### config.mk
export PLATFORM = sky130hd
export DESIGN_NAME = ctrl_pipe
export DESIGN_NICKNAME = d
export VERILOG_FILES = /design/src/rtl/ctrl_pkg.sv /design/src/rtl/ctrl_stage_reg.sv /design/src/rtl/ctrl_pipe.sv
export SDC_FILE = /design/constraint.sdc
export NUM_CORES = 1
export LEC_CHECK = 0
export ABC_AREA = 1
export CORE_MARGIN = 5
export CORE_UTILIZATION = 40
export CTS_CLUSTER_DIAMETER = 40
export CTS_CLUSTER_SIZE = 14
export DETAILED_ROUTE_END_ITERATION = 8
export DONT_BUFFER_PORTS = 1
export SLEW_MARGIN = 20
export SYNTH_ARGS = -nofsm -noshare
export SYNTH_HDL_FRONTEND = slang
export SYNTH_SLANG_ARGS = --single-unit
### constraint.sdc
create_clock -name clk -period 2.25 [get_ports clk]
set_clock_uncertainty 0.15 [all_clocks]
set_input_delay 0.1125 -clock clk [delete_from_list [all_inputs] [get_ports clk]]
set_output_delay 0.1125 -clock clk [all_outputs]
set_load 0.005 [all_outputs]
### src/rtl/ctrl_pkg.sv
// ctrl_pkg: definitions shared by the control pipeline and its stage registers.
//   - default sizes for the pipeline (stage count, bundle width, T_new width)
//   - reset PC held by empty stages
//   - stage index constants and the offset of each stage's bundle inside ctrl_q
package ctrl_pkg;

  localparam int          NSTAGE_DEF = 3;
  localparam int          CTRL_W_DEF = 24;
  localparam int          TN_W_DEF   = 2;
  localparam logic [31:0] PC_RST_DEF = 32'h0000_3000;

  // Stage 0 is E; the last stage (NSTAGE-1) is W.
  localparam int          STG_E      = 0;

  // Bit offset of stage 'stage' inside the flattened ctrl_q bus.
  function automatic int ctrl_off(input int stage, input int ctrl_w);
    return stage * ctrl_w;
  endfunction

endpackage

### src/rtl/ctrl_stage_reg.sv
// ctrl_stage_reg: one downstream pipeline stage register (E, M or W).
//   Ports:
//     clk, reset      rising-edge clock, synchronous active-low reset
//     kill            load a bubble (valid/ctrl/a3/tnew cleared); pc and bd still load
//     in_*            bundle arriving from the previous stage (or from D)
//     valid_q .. bd_q registered bundle for this stage
//   DEC_TNEW selects whether the incoming T_new is counted down on entry
//   (stages fed from another stage) or taken as-is (the E stage, fed from D).
module ctrl_stage_reg import ctrl_pkg::*; #(
  parameter int          CTRL_W   = CTRL_W_DEF,
  parameter int          TN_W     = TN_W_DEF,
  parameter logic [31:0] PC_RST   = PC_RST_DEF,
  parameter bit          DEC_TNEW = 1'b1
) (
  input  logic              clk,
  input  logic              reset,
  input  logic              kill,
  input  logic              in_valid,
  input  logic [CTRL_W-1:0] in_ctrl,
  input  logic [4:0]        in_a3,
  input  logic [TN_W-1:0]   in_tnew,
  input  logic [31:0]       in_pc,
  input  logic              in_bd,
  output logic              valid_q,
  output logic [CTRL_W-1:0] ctrl_q,
  output logic [4:0]        a3_q,
  output logic [TN_W-1:0]   tnew_q,
  output logic [31:0]       pc_q,
  output logic              bd_q
);

  function automatic logic [TN_W-1:0] tnew_dec(input logic [TN_W-1:0] t);
    if (t == '0) return '0;
    return t - 1'b1;
  endfunction

  logic              valid_d;
  logic [CTRL_W-1:0] ctrl_d;
  logic [4:0]        a3_d;
  logic [TN_W-1:0]   tnew_d;
  logic [31:0]       pc_d;
  logic              bd_d;

  always_comb begin
    valid_d = in_valid;
    ctrl_d  = in_ctrl;
    a3_d    = in_a3;
    tnew_d  = DEC_TNEW ? tnew_dec(in_tnew) : in_tnew;
    pc_d    = in_pc;
    bd_d    = in_bd;
    // A bubble keeps pc/bd so the exception PC of the instruction behind it is
    // still recoverable from this stage.
    if (kill) begin
      valid_d = 1'b0;
      ctrl_d  = '0;
      a3_d    = '0;
      tnew_d  = '0;
    end
  end

  always_ff @(posedge clk) begin
    if (!reset) begin
      valid_q <= 1'b0;
      ctrl_q  <= '0;
      a3_q    <= '0;
      tnew_q  <= '0;
      pc_q    <= PC_RST;
      bd_q    <= 1'b0;
    end else begin
      valid_q <= valid_d;
      ctrl_q  <= ctrl_d;
      a3_q    <= a3_d;
      tnew_q  <= tnew_d;
      pc_q    <= pc_d;
      bd_q    <= bd_d;
    end
  end

endmodule

### src/rtl/ctrl_pipe.sv
// ctrl_pipe: decode-once control pipeline and hazard unit for the 5-stage MIPS core.
//   Registers the D-stage decoded bundle through NSTAGE stages (E, M, W), each
//   stage counting its T_new down as it advances, and derives stall and D-stage
//   forwarding selects from the in-flight destinations.
//   Inputs : clk, reset (sync, active-low), d_* decoded D bundle, mdu_busy, flush
//   Outputs: stall, fwd_rs_sel/fwd_rt_sel (0 = GRF, k = stage k),
//            per-stage valid_q/ctrl_q/a3_q/tnew_q/pc_q/bd_q (stage i at slice i),
//            stall_cnt/retire_cnt performance counters.
//   Build option: define CTRL_PIPE_PERF_EN to build the performance counters;
//   otherwise both counter outputs are tied to zero.
module ctrl_pipe import ctrl_pkg::*; #(
  parameter int          NSTAGE = NSTAGE_DEF,
  parameter int          CTRL_W = CTRL_W_DEF,
  parameter int          TN_W   = TN_W_DEF,
  parameter logic [31:0] PC_RST = PC_RST_DEF
) (
  input  logic                     clk,
  input  logic                     reset,
  input  logic                     d_valid,
  input  logic [CTRL_W-1:0]        d_ctrl,
  input  logic [4:0]               d_rs,
  input  logic [4:0]               d_rt,
  input  logic [4:0]               d_a3,
  input  logic [TN_W-1:0]          d_t_use_rs,
  input  logic [TN_W-1:0]          d_t_use_rt,
  input  logic [TN_W-1:0]          d_t_new,
  input  logic                     d_md,
  input  logic                     d_mdu_start,
  input  logic [31:0]              d_pc,
  input  logic                     d_bd,
  input  logic                     mdu_busy,
  input  logic                     flush,
  output logic                     stall,
  output logic [1:0]               fwd_rs_sel,
  output logic [1:0]               fwd_rt_sel,
  output logic [NSTAGE-1:0]        valid_q,
  output logic [NSTAGE*CTRL_W-1:0] ctrl_q,
  output logic [NSTAGE*5-1:0]      a3_q,
  output logic [NSTAGE*TN_W-1:0]   tnew_q,
  output logic [NSTAGE*32-1:0]     pc_q,
  output logic [NSTAGE-1:0]        bd_q,
  output logic [31:0]              stall_cnt,
  output logic [31:0]              retire_cnt
);

  logic              v_s  [NSTAGE];
  logic [CTRL_W-1:0] c_s  [NSTAGE];
  logic [4:0]        a3_s [NSTAGE];
  logic [TN_W-1:0]   tn_s [NSTAGE];
  logic [31:0]       pc_s [NSTAGE];
  logic              bd_s [NSTAGE];

  logic kill_e;
  logic mdu_e_d, mdu_e_q;
  logic stall_rs, stall_rt, md_stall;

  // D -> E boundary: a stalled or flushed D becomes a bubble in E.
  assign kill_e = stall | flush;

  for (genvar i = 0; i < NSTAGE; i++) begin : g_stage
    localparam int OFF = ctrl_off(i, CTRL_W);
    if (i == 0) begin : g_e
      ctrl_stage_reg #(
        .CTRL_W(CTRL_W), .TN_W(TN_W), .PC_RST(PC_RST), .DEC_TNEW(1'b0)
      ) u_reg (
        .clk(clk), .reset(reset), .kill(kill_e),
        .in_valid(d_valid), .in_ctrl(d_ctrl), .in_a3(d_a3), .in_tnew(d_t_new),
        .in_pc(d_pc), .in_bd(d_bd),
        .valid_q(v_s[i]), .ctrl_q(c_s[i]), .a3_q(a3_s[i]), .tnew_q(tn_s[i]),
        .pc_q(pc_s[i]), .bd_q(bd_s[i])
      );
    end else begin : g_ds
      // Stage i-1 -> stage i boundary: advances every cycle, T_new counts down.
      ctrl_stage_reg #(
        .CTRL_W(CTRL_W), .TN_W(TN_W), .PC_RST(PC_RST), .DEC_TNEW(1'b1)
      ) u_reg (
        .clk(clk), .reset(reset), .kill(flush),
        .in_valid(v_s[i-1]), .in_ctrl(c_s[i-1]), .in_a3(a3_s[i-1]), .in_tnew(tn_s[i-1]),
        .in_pc(pc_s[i-1]), .in_bd(bd_s[i-1]),
        .valid_q(v_s[i]), .ctrl_q(c_s[i]), .a3_q(a3_s[i]), .tnew_q(tn_s[i]),
        .pc_q(pc_s[i]), .bd_q(bd_s[i])
      );
    end
    assign valid_q[i]                = v_s[i];
    assign ctrl_q[OFF +: CTRL_W]     = c_s[i];
    assign a3_q[i*5 +: 5]            = a3_s[i];
    assign tnew_q[i*TN_W +: TN_W]    = tn_s[i];
    assign pc_q[i*32 +: 32]          = pc_s[i];
    assign bd_q[i]                   = bd_s[i];
  end

  // The MDU-start flag is only ever inspected in E, so it is tracked for E alone.
  always_comb begin
    mdu_e_d = d_valid & d_mdu_start & ~kill_e;
  end

  always_ff @(posedge clk) begin
    if (!reset) mdu_e_q <= 1'b0;
    else        mdu_e_q <= mdu_e_d;
  end

  // Scanning from the far end down lets the nearest match overwrite the select,
  // so a stale far copy of a register is never forwarded. Stall still looks at
  // every match.
  always_comb begin
    stall_rs   = 1'b0;
    stall_rt   = 1'b0;
    fwd_rs_sel = 2'd0;
    fwd_rt_sel = 2'd0;
    for (int k = NSTAGE - 1; k >= 0; k--) begin
      if (v_s[k] && a3_s[k] != 5'd0 && a3_s[k] == d_rs) begin
        if (tn_s[k] > d_t_use_rs) stall_rs = 1'b1;
        fwd_rs_sel = (tn_s[k] == '0) ? 2'(k + 1) : 2'd0;
      end
      if (v_s[k] && a3_s[k] != 5'd0 && a3_s[k] == d_rt) begin
        if (tn_s[k] > d_t_use_rt) stall_rt = 1'b1;
        fwd_rt_sel = (tn_s[k] == '0) ? 2'(k + 1) : 2'd0;
      end
    end
    md_stall = d_md & (mdu_busy | (v_s[STG_E] & mdu_e_q));
    stall    = d_valid & (stall_rs | stall_rt | md_stall);
  end

`ifdef CTRL_PIPE_PERF_EN
  logic [31:0] stall_cnt_d, stall_cnt_q;
  logic [31:0] retire_cnt_d, retire_cnt_q;

  always_comb begin
    stall_cnt_d  = stall_cnt_q + {31'd0, stall & ~flush};
    retire_cnt_d = retire_cnt_q + {31'd0, v_s[NSTAGE-1]};
  end

  always_ff @(posedge clk) begin
    if (!reset) begin
      stall_cnt_q  <= '0;
      retire_cnt_q <= '0;
    end else begin
      stall_cnt_q  <= stall_cnt_d;
      retire_cnt_q <= retire_cnt_d;
    end
  end

  assign stall_cnt  = stall_cnt_q;
  assign retire_cnt = retire_cnt_q;
`else
  assign stall_cnt  = 32'd0;
  assign retire_cnt = 32'd0;
`endif

endmodule

==> results of run 1 <==
[through the flow]
stage	setup WS, ns	setup TNS [ns]
6_report	0.08197	0
2_1_floorplan	0.5475	0
3_5_place_dp	0.2062	0
4_1_cts	0.04364	0
5_1_grt	-0.03511	-0.04963
3_3_place_gp	0.2518	0
[sequential cells by signal, indices dropped and copies added, names as in the netlist]
name / flops
g_stage.g_ds.u_reg.valid_q: 2
g_stage.g_e.u_reg.bd_q: 1
g_stage.g_e.u_reg.pc_q: 32
g_stage.g_e.u_reg.valid_q: 1
g_stage.g_ds.u_reg.tnew_q: 4
g_stage.g_ds.u_reg.a3_q: 10
g_stage.g_ds.u_reg.ctrl_q: 48
g_stage.g_e.u_reg.ctrl_q: 24
g_stage.g_ds.u_reg.bd_q: 2
mdu_e_q: 1
g_stage.g_ds.u_reg.pc_q: 64
g_stage.g_e.u_reg.tnew_q: 2
g_stage.g_e.u_reg.a3_q: 5
[placed cells by master, fill, tap and decap left out, drive strengths merged]
cell type,n
dfxtp,196
inv,231
a22oi,2
nor3,5
nor2,115
clkinv,5
a21oi,6
nand2,150
buf,5
nand4,6
or2,6
o22ai,2
xnor2,7
conb,64
o21ai,6
diode,1
clkbuf,18
xor2,8
ha,14
dlygate4sd3,81
and3,1
nand3,11
bufinv,1
[logic make-up after synthesis]
group,share of synthesized area
adder cells (fa/ha/maj),0.02510
other,0.0005373
buffers and inverters,0.2087
AO/OA/AOI/OAI,0.01255
flip-flops,0.5622
AND/OR/NAND/NOR,0.1721
XOR/XNOR,0.01882
[repair_timing]
item	CTS	global route
endpoints found under the setup margin	0	2
hold endpoints to repair	132	0
resized for setup	0	10
hold buffers	82	0
[power by group through the flow]
stage          combinational (mW)  sequential (mW)  clock, mW
2_1_floorplan               0.323             3.72          0
6_report                    0.416             3.67       3.08
3_3_place_gp                0.257             3.76          0
5_1_grt                     0.477             3.69       3.33
3_5_place_dp                0.264             3.76          0
4_1_cts                     0.404             3.68       3.18
[path summary, 6_finish.rpt]
path | depth (start not counted) | to | startpoint
max | 9 | g_stage[0].g_e.u_reg.valid_q$_SDFF_PP0_ | g_stage[2].g_ds.u_reg.tnew_q[1]$_SDFF_PP0_
min | 3 | g_stage[0].g_e.u_reg.ctrl_q[1]$_SDFF_PP0_ | d_valid
max reg2reg | 9 | g_stage[0].g_e.u_reg.valid_q$_SDFF_PP0_ | g_stage[2].g_ds.u_reg.tnew_q[1]$_SDFF_PP0_
min reg2reg | 1 | g_stage[2].g_ds.u_reg.tnew_q[0]$_SDFF_PP0_ | g_stage[1].g_ds.u_reg.tnew_q[0]$_SDFF_PP0_
[worst register-to-register path, stage by stage (launching register included)]
cell and delay (ns):
sky130_fd_sc_hd__dfxtp_2 0.35, sky130_fd_sc_hd__ha_1 0.31, sky130_fd_sc_hd__a21oi_1 0.18, sky130_fd_sc_hd__a21oi_1 0.08, sky130_fd_sc_hd__nand3_1 0.11, sky130_fd_sc_hd__nand2_1 0.06, sky130_fd_sc_hd__nor2_1 0.12, sky130_fd_sc_hd__nand4_1 0.14
sky130_fd_sc_hd__inv_1 0.07, sky130_fd_sc_hd__dlygate4sd3_1 0.53
[per-layer routing]
layer / vias to the layer above / GRT usage / routed length [um] / part of all wire
li1: 2421 / - / - / -
met1: 2102 / 0.1745 / 6314 / 0.36
met2: 227 / 0.2648 / 8316 / 0.48
met3: 24 / 0.09106 / 2261 / 0.13
met4: 0 / 0.06465 / 424 / 0.024
met5: - / 0 / 0 / 0
[final cells by class]
cell class                      count  area (um^2)
Sequential cell                   196         3934
Inverter                          223        837.1
Tap cell                          225        281.5
Clock inverter                     14        181.4
Multi-Input combinational cell    403         1838
Clock buffer                       17        425.4
Antenna cell                        1        2.502
Timing Repair Buffer               87        889.6
Fill cell                        1589         8847
==> results.sh, run 1 <==
export IMPL_globalRoute_totalOverflow=0
export IMPL_number_of_antenna_violations_at_the_first_check_in_global_routing=1
export IMPL_finalHoldWorstSlack_ns=0.02150
export IMPL_synth_ff_latch_count=196
export IMPL_yosysWarningCount=0
export IMPL_max_clock_path_buffers=2
export IMPL_power_internal_mw=5.373
export IMPL_area_growth_from_synthesis_to_layout_pct=20.20
export IMPL_clk_latency_ns=0.42
export IMPL_totalWireLength_um=17320
export IMPL_wire_length_of_the_first_global_routing_pass_um=25480
export IMPL_timing_critical_path_required_ns=2.46
export IMPL_critical_path_max_stage_delay_ns=0.53
export IMPL_synth_cell_type_count=25
export IMPL_reg2reg_setup_slack_ns=0.08
export IMPL_utilization=0.4867
export IMPL_cp_max_fo=4
export IMPL_maxSlewViolCount=0
export IMPL_cellLeakagePower_nw=4.394
export IMPL_place_area_um2=6920
export IMPL_drt_vias_per_instance=4.094
export IMPL_post_route_insts_no_fill=1166
export IMPL_post_drt_antenna_nets=0
export IMPL_p_total_mw=7.175
export IMPL_postSynth_asyncResetShare=0
export IMPL_post_drt_wl_per_cell_um=14.85
export IMPL_run_status="finished, final reports clean"
export IMPL_yosysSeqAreaShare=0.5622
export IMPL_syn_avg_cell_area_um2=8.230
export IMPL_syn_inst=848
export IMPL_postCtsSetupBuffers=0
export IMPL_grt_max_degree=88
export IMPL_cts_root_buf="sky130_fd_sc_hd__clkbuf_16"
export IMPL_synth_enable_flop_cells=0
export IMPL_critical_path_top_cell_by_count="sky130_fd_sc_hd__a21oi_1"
export IMPL_core_box_area_um2=17240
export IMPL_dieArea_um2=20190
export IMPL_dr_total_vias=4774
export IMPL_timing_fmax_mhz=461.2
export IMPL_holdCritPathClass="in -> reg"
export IMPL_swShare=0.2512
export IMPL_floorplan_io_pins=349
export IMPL_synth_top_cells_by_count="sky130_fd_sc_hd__inv_1, sky130_fd_sc_hd__dfxtp_1, sky130_fd_sc_hd__nand2_1"
export IMPL_power_sequential_fraction=0.512
export IMPL_p_comb_frac=0.058
export IMPL_placement_rows=48
export IMPL_worstSetupPathType="reg -> reg"
export IMPL_track_usage=0.1621
export IMPL_finalSetupViolCount=0
export IMPL_cp_slowest_cell="sky130_fd_sc_hd__dlygate4sd3_1"
export IMPL_final_period_minus_worst_setup_slack_ns=2.168
export IMPL_timing_final_hold_violations=0
export IMPL_power_ir_vdd_worst_mv=0.4982
export IMPL_timing_critical_path_max_delay_family="buffers and inverters"
export IMPL_first_pass_iters=5
export IMPL_p_switching_mw=1.802
export IMPL_synth_area_um2=6979
export IMPL_worst_setup_hold_path_clk_slew_ns=0.08
export IMPL_hpwl_um=12170
export IMPL_finalCritPeriodShare=0.9636
export IMPL_finish_net_count=1027
export IMPL_drc=0
export IMPL_cts_buffers_inserted=17
export IMPL_cts_num_sinks=196
export IMPL_worstPathCellList="ha_1 -> a21oi_1 -> a21oi_1 -> nand3_1 -> nand2_1 -> nor2_1 -> nand4_1 -> inv_1 -> dlygate4sd3_1"
export IMPL_setup_worst_path_start_class="flip-flop"
export IMPL_power_per_cell_area_nw_per_um2=855.3
export IMPL_synthTopCellsByArea="sky130_fd_sc_hd__dfxtp_1, sky130_fd_sc_hd__inv_1, sky130_fd_sc_hd__nand2_1"
export IMPL_synth_top_cell_area_share=0.5622
export IMPL_finish_instance_area_um2=8389
export IMPL_number_of_global_route_vias_before_repair=4668
export IMPL_timing_critical_path_to_type="flip-flop"
export IMPL_die_w_um=142.1
export IMPL_cell_type_contributing_the_most_total_cell_area_after_synthesis="sky130_fd_sc_hd__dfxtp_1"
export IMPL_max_cap_violations=0
export IMPL_cp_data_arrival_time_ns=2.38
export IMPL_tritoncts="done"
export IMPL_synth_ff_type="sky130_fd_sc_hd__dfxtp_1"
export IMPL_drt_initial_drc_count=190
export IMPL_critical_path_n_buffers_inverters=2
export IMPL_gp_congestion=0.8746
export IMPL_final_layout_size_suffix_gt1_frac=0.07234
export IMPL_initial_utilization=0.4049
export IMPL_synthMostInstantiatedCell="sky130_fd_sc_hd__inv_1"
export IMPL_power_share_clock=0.430
export IMPL_fp_dieH_um=142.1
export IMPL_ctsHtreeMaxLevel=4
export IMPL_dp_cells=1051
export IMPL_placement_io_buffers=0
Note: power is estimated with default switching activity, not from simulation.
==> inputs of run 2 (changes only) <==
--- a/config.mk
+++ b/config.mk
@@ -5,7 +5,6 @@
 export SDC_FILE = /design/constraint.sdc
 export NUM_CORES = 1
 export LEC_CHECK = 0
-export ABC_AREA = 1
 export CORE_MARGIN = 5
 export CORE_UTILIZATION = 40
 export CTS_CLUSTER_DIAMETER = 40
==> results.sh, run 2 <==
export IMPL_max_cap_violations=0
export IMPL_worstSetupPathType="reg -> out"
export IMPL_hpwl_um=12370
export IMPL_rsz0062_at_grt="true"
export IMPL_run_status="complete, but fails checks"
export IMPL_syn_inst=635
export IMPL_clk_latency_ns=0.42
export IMPL_syn_avg_cell_area_um2=10.72
export IMPL_gr_usage_met1=0.1716
export IMPL_final_period_minus_worst_setup_slack_ns=2.412
export IMPL_timing_critical_path_to_type="primary output"
export IMPL_final_layout_size_suffix_gt1_frac=0.1719
export IMPL_largest_reg_flops=64
export IMPL_maxSlewViolCount=0
export IMPL_finalHoldWorstSlack_ns=0.1388
export IMPL_gp_congestion=0.9172
export IMPL_core_box_area_um2=16640
export IMPL_placement_io_buffers=0
export IMPL_synth_enable_flop_cells=0
export IMPL_postLayoutSetupSlackWorst_ns=-0.1620
export IMPL_dr_total_vias=4228
export IMPL_fp_dieH_um=140.5
export IMPL_timing_fmax_mhz=414.6
export IMPL_synthTopCellsByArea="sky130_fd_sc_hd__dfxtp_1, sky130_fd_sc_hd__and2_1, sky130_fd_sc_hd__buf_4"
export IMPL_synth_area_um2=6808
export IMPL_synth_top_cells_by_count="sky130_fd_sc_hd__dfxtp_1, sky130_fd_sc_hd__and2_1, sky130_fd_sc_hd__buf_4"
export IMPL_synthMostInstantiatedCell="sky130_fd_sc_hd__dfxtp_1"
export IMPL_cp_max_fo=6
export IMPL_yosysWarningCount=0
export IMPL_cts_buffers_inserted=17
export IMPL_grt_use_met2=0.2719
export IMPL_post_drt_wl_per_cell_um=17.41
export IMPL_power_per_cell_area_nw_per_um2=829.4
export IMPL_worst_setup_hold_path_clk_slew_ns=0.07
export IMPL_number_of_global_route_vias_before_repair=4335
export IMPL_p_total_mw=7.001
export IMPL_area_growth_from_synthesis_to_layout_pct=23.98
export IMPL_postSynth_asyncResetShare=0
export IMPL_dieArea_um2=19730
export IMPL_cts_root_buf="sky130_fd_sc_hd__clkbuf_16"
export IMPL_number_of_antenna_violations_at_the_first_check_in_global_routing=2
export IMPL_drc=0
export IMPL_gr_max_usage_layer="met2"
export IMPL_ctsHtreeMaxLevel=4
export IMPL_finalSetupViolCount=30
export IMPL_drt_vias_per_instance=4.400
export IMPL_layout_cells_most_common_list="sky130_fd_sc_hd__dfxtp_1, sky130_fd_sc_hd__and2_1, sky130_fd_sc_hd__dlygate4sd3_1"
export IMPL_initial_utilization=0.4091
export IMPL_holdCritPathClass="in -> reg"
export IMPL_power_ir_vdd_worst_mv=0.4849
export IMPL_first_pass_iters=4
export IMPL_timing_critical_path_required_ns=1.99
export IMPL_setup_worst_path_start_class="flip-flop"
export IMPL_timing_final_hold_violations=0
export IMPL_synth_top_cell_area_share=0.5764
export IMPL_yosysSeqAreaShare=0.5764
export IMPL_largest_register="g_stage.g_ds.u_reg.pc_q"
export IMPL_synth_ff_latch_count=196
export IMPL_reg_largest_list="g_stage.g_ds.u_reg.pc_q: 64 flops, g_stage.g_ds.u_reg.ctrl_q: 48 flops, g_stage.g_e.u_reg.pc_q: 32 flops"
export IMPL_global_route_usage_met3=0.09032
export IMPL_synth_cell_type_count=41
export IMPL_wire_length_of_the_first_global_routing_pass_um=25060
export IMPL_max_clock_path_buffers=2
export IMPL_grt_max_degree=102
export IMPL_tritoncts="done"
export IMPL_cts_num_sinks=196
export IMPL_placement_rows=47
export IMPL_track_usage=0.1621
export IMPL_violations="negative setup slack"
export IMPL_finish_net_count=826
export IMPL_most_common_library_cell_in_the_layout_ignoring_fill_and_taps="sky130_fd_sc_hd__dfxtp_1"
export IMPL_post_drt_antenna_nets=0
export IMPL_globalRoute_totalOverflow=0
export IMPL_drt_initial_drc_count=112
export IMPL_floorplan_io_pins=349
export IMPL_cell_type_contributing_the_most_total_cell_area_after_synthesis="sky130_fd_sc_hd__dfxtp_1"
export IMPL_synth_ff_type="sky130_fd_sc_hd__dfxtp_1"
export IMPL_finalCritPeriodShare=1.072
export IMPL_cp_data_arrival_time_ns=2.15
export IMPL_die_w_um=140.5
export IMPL_cellLeakagePower_nw=3.536
export IMPL_totalWireLength_um=16740
-- run 2: cell types whose count changed in the layout (fill, tap and decap cells not counted), moves of 10 or more --
cell / before / now
sky130_fd_sc_hd__buf_4: 3 / 20
sky130_fd_sc_hd__nor2_1: 102 / 3
sky130_fd_sc_hd__xnor2_1: 7 / 17
sky130_fd_sc_hd__inv_1: 222 / 17
sky130_fd_sc_hd__nor2_2: 13 / 30
sky130_fd_sc_hd__and2_1: 0 / 151
sky130_fd_sc_hd__nand2_1: 148 / 38
-- run 2: cells by family after synthesis --
family / after synthesis / synth area share
and+or+nand+nor: 260 / 0.2296
DFF: 196 / 0.5764
buffers and inverters: 111 / 0.1031
xor gates and xnor gates: 26 / 0.03345
AOI/OAI and AO/OA: 25 / 0.02794
adders and majority gates: 14 / 0.02573
muxes: 2 / 0.003308
other: 1 / 0.0005508
-- run 2: cell type report --
type | count | area [um^2]
Fill cell | 1451 | 8202
Sequential cell | 196 | 3953
Multi-Input combinational cell | 391 | 2530
Timing Repair Buffer | 104 | 1032
Clock buffer | 17 | 425.4
Tap cell | 220 | 275.3
Clock inverter | 14 | 156.4
Inverter | 17 | 63.81
Antenna cell | 2 | 5.005
-- run 2: report_power, final --
group          switching [mW]  internal (mW)
Sequential             0.0954           3.57
Combinational           0.199          0.219
Clock                    1.43           1.49
Total                    1.72           5.28
-- run 2: critical path, cell delays in order (launching register included) --
cell	delay [ns]
sky130_fd_sc_hd__dfxtp_4	0.37
sky130_fd_sc_hd__or4_4	0.55
sky130_fd_sc_hd__nor2_4	0.18
sky130_fd_sc_hd__nor4_4	0.08
sky130_fd_sc_hd__a22oi_2	0.24
sky130_fd_sc_hd__a41oi_4	0.15
sky130_fd_sc_hd__buf_6	0.17
-- run 2: stage by stage --
stage	TNS (ns)	setup WS (ns)	cells	utilization	area, um^2
floorplan	0	0.2627	698	-	7044
global placement	0	0.07747	839	0.4102	6827
detailed placement	0	0.07331	839	0.4102	6827
CTS	-0.5543	-0.1998	950	0.4976	8282
global route	-5.087	-0.2513	961	0.5072	8441
finish	-2.899	-0.1620	961	0.5072	8441
-- run 2: worst paths after layout --
kind / startpoint / endpoint / slack (ns) / cells after the start
setup / recovery: g_stage[1].g_ds.u_reg.a3_q[4]$_SDFF_PP0_ / stall / -0.16 / 6
hold / removal: d_rt[2] / mdu_e_q$_SDFF_PN0_ / 0.14 / 4
setup reg to reg: g_stage[1].g_ds.u_reg.a3_q[4]$_SDFF_PP0_ / g_stage[0].g_e.u_reg.ctrl_q[17]$_SDFF_PP0_ / -0.12 / 9
hold reg to reg: g_stage[0].g_e.u_reg.tnew_q[0]$_SDFF_PP0_ / g_stage[1].g_ds.u_reg.tnew_q[0]$_SDFF_PP0_ / 0.33 / 1
-- run 2: per-layer routing --
layer	part of all wire	up-vias
li1	-	2047
met1	0.37	1927
met2	0.48	231
met3	0.13	23
met4	0.017	0
met5	0	-
-- run 2: repair_timing --
item,CTS,global route
endpoints found under the setup margin,5,33
hold buffers,79,0
cloned,0,0
gates resized for setup,18,23
hold endpoints to repair,143,0
buffers inserted,1,9
pin swaps,3,12
==> inputs of run 3 (changes only) <==
--- a/config.mk
+++ b/config.mk
@@ -7,10 +7,12 @@
 export LEC_CHECK = 0
 export CORE_MARGIN = 5
 export CORE_UTILIZATION = 40
+export CTS_BUF_LIST = sky130_fd_sc_hd__clkbuf_2
 export CTS_CLUSTER_DIAMETER = 40
 export CTS_CLUSTER_SIZE = 14
 export DETAILED_ROUTE_END_ITERATION = 8
 export DONT_BUFFER_PORTS = 1
+export GPL_TIMING_DRIVEN = 0
 export SLEW_MARGIN = 20
 export SYNTH_ARGS = -nofsm -noshare
 export SYNTH_HDL_FRONTEND = slang
==> results.sh, run 3 (synthesis results as in run 2) <==
export IMPL_p_total_mw=6.224
export IMPL_cts_num_sinks=196
export IMPL_post_drt_antenna_nets=0
export IMPL_timing_fmax_mhz=350.0
export IMPL_worst_setup_hold_path_clk_slew_ns=0.32
export IMPL_dr_total_vias=4829
export IMPL_max_cap_violations=0
export IMPL_wire_length_of_the_first_global_routing_pass_um=28500
export IMPL_tritoncts="done"
export IMPL_final_layout_size_suffix_gt1_frac=0.2088
export IMPL_finish_instance_area_um2=9359
export IMPL_postLayoutSetupSlackWorst_ns=-0.6072
export IMPL_drt_vias_per_instance=4.354
export IMPL_power_ir_vdd_worst_mv=0.5304
export IMPL_track_usage=0.1881
export IMPL_fp_dieH_um=140.5
export IMPL_utilization=0.5624
export IMPL_layout_cells_most_common_list="sky130_fd_sc_hd__dfxtp_1, sky130_fd_sc_hd__and2_1, sky130_fd_sc_hd__dlygate4sd3_1"
export IMPL_gp_congestion=0.9093
export IMPL_dieArea_um2=19730
export IMPL_placement_io_buffers=0
export IMPL_finalCritPeriodShare=1.270
export IMPL_floorplan_io_pins=349
export IMPL_max_clock_path_buffers=2
export IMPL_cts_buffers_inserted=17
export IMPL_number_of_antenna_violations_at_the_first_check_in_global_routing=3
export IMPL_power_per_cell_area_nw_per_um2=665.1
export IMPL_finalHoldWorstSlack_ns=-0.01404
export IMPL_core_box_area_um2=16640
export IMPL_finish_net_count=972
export IMPL_number_of_global_route_vias_before_repair=5051
export IMPL_worst_pin_slew_ns=0.5610
export IMPL_maxSlewViolCount=0
export IMPL_largest_reg_flops=64
export IMPL_filler_cell_count=1407
export IMPL_cp_data_arrival_time_ns=2.59
export IMPL_largest_register="g_stage.g_ds.u_reg.pc_q"
export IMPL_reg_largest_list="g_stage.g_ds.u_reg.pc_q: 64 flops, g_stage.g_ds.u_reg.ctrl_q: 48 flops, g_stage.g_e.u_reg.pc_q: 32 flops"
export IMPL_post_route_insts_no_fill=1109
export IMPL_place_area_um2=7320
export IMPL_setup_worst_path_start_class="flip-flop"
export IMPL_run_status="complete, but fails checks"
export IMPL_most_common_library_cell_in_the_layout_ignoring_fill_and_taps="sky130_fd_sc_hd__dfxtp_1"
export IMPL_globalRoute_totalOverflow=0
export IMPL_finalSetupViolCount=34
export IMPL_violations="negative hold slack, negative setup slack"
export IMPL_first_pass_iters=4
export IMPL_totalWireLength_um=19510
export IMPL_max_slew_margin=0.6260
export IMPL_clk_latency_ns=0.75
export IMPL_worstSetupPathType="reg -> out"
export IMPL_dp_cells=918
export IMPL_hpwl_um=14300
export IMPL_holdCritPathClass="in -> reg"
export IMPL_timing_critical_path_required_ns=1.99
export IMPL_initial_utilization=0.4091
export IMPL_final_period_minus_worst_setup_slack_ns=2.857
export IMPL_die_w_um=140.5
export IMPL_rsz0062_at_grt="true"
export IMPL_cellLeakagePower_nw=4.031
export IMPL_ctsHtreeMaxLevel=4
export IMPL_drc=0
export IMPL_cts_root_buf="sky130_fd_sc_hd__clkbuf_2"
export IMPL_timing_final_hold_violations=2
export IMPL_cp_max_fo=5
export IMPL_timing_critical_path_to_type="primary output"
export IMPL_grt_max_degree=23
export IMPL_placement_rows=47
export IMPL_post_drt_wl_per_cell_um=17.59
export IMPL_drt_initial_drc_count=82
export IMPL_area_growth_from_synthesis_to_layout_pct=37.47
run 3: layer usage:
| metal | share of wire | track usage | wire [um] | vias to the layer above |
|---|---|---|---|---|
| met3 | 0.13 | 0.1149 | 2633 | 32 |
| met4 | 0.023 | 0.06884 | 440 | 0 |
| li1 | - | - | - | 2334 |
| met5 | 0 | 0 | 0 | - |
| met1 | 0.34 | 0.1803 | 6569 | 2207 |
| met2 | 0.51 | 0.3294 | 9869 | 256 |
run 3: per-stage QoR:
stage                     setup TNS, ns  worst slack, ns
after floorplan                       0           0.2627
after global placement           -5.423          -0.2085
final                            -9.198          -0.6072
after CTS                        -8.313          -0.7505
after global routing             -12.44          -0.7872
after detailed placement         -5.110          -0.1936
run 3: path summary, 6_finish.rpt:
path              depth (start not counted)                                        start                                           to  slack (ns)
hold / removal                            5                                d_t_use_rs[1]      g_stage[0].g_e.u_reg.valid_q$_SDFF_PP0_       -0.01
hold reg to reg                           1  g_stage[1].g_ds.u_reg.ctrl_q[11]$_SDFF_PP0_  g_stage[2].g_ds.u_reg.ctrl_q[11]$_SDFF_PP0_        0.35
setup / recovery                          6     g_stage[2].g_ds.u_reg.a3_q[1]$_SDFF_PP0_                                        stall       -0.61
setup reg to reg                         10     g_stage[2].g_ds.u_reg.a3_q[1]$_SDFF_PP0_   g_stage[0].g_e.u_reg.ctrl_q[16]$_SDFF_PP0_       -0.29
run 3: final cells by class:
type | instances | area [um^2] | share of cell area
Multi-Input combinational cell | 391 | 2534 | 0.2707
Inverter | 17 | 63.81 | 0.006818
Sequential cell | 196 | 3958 | 0.4229
Clock buffer | 17 | 85.08 | 0.009091
Clock inverter | 15 | 212.7 | 0.02273
Buffer | 94 | 650.6 | 0.06952
Antenna cell | 3 | 7.507 | 0.0008021
Tap cell | 220 | 275.3 | 0.02941
Timing Repair Buffer | 156 | 1573 | 0.1680
run 3: worst max-delay path, stage by stage (launching register included):
cell                      delay, ns
sky130_fd_sc_hd__dfxtp_4       0.45
sky130_fd_sc_hd__or4_4         0.52
sky130_fd_sc_hd__o21ai_4       0.20
sky130_fd_sc_hd__a211o_1       0.16
sky130_fd_sc_hd__o21a_1        0.16
sky130_fd_sc_hd__a41oi_4       0.17
sky130_fd_sc_hd__buf_12        0.19
run 3: repair_timing:
item	in CTS	in global routing
hold buffers	146	3
setup buffers	4	2
endpoints found under the setup margin	36	38
hold endpoints to repair	186	6
gates cloned	1	0
resized for setup	33	16
pin swaps	9	4
run 3: power by group:
group / internal (mW) / switching (mW)
Sequential: 3.59 / 0.103
Clock: 0.528 / 1.39
Combinational: 0.362 / 0.252
Total: 4.48 / 1.74
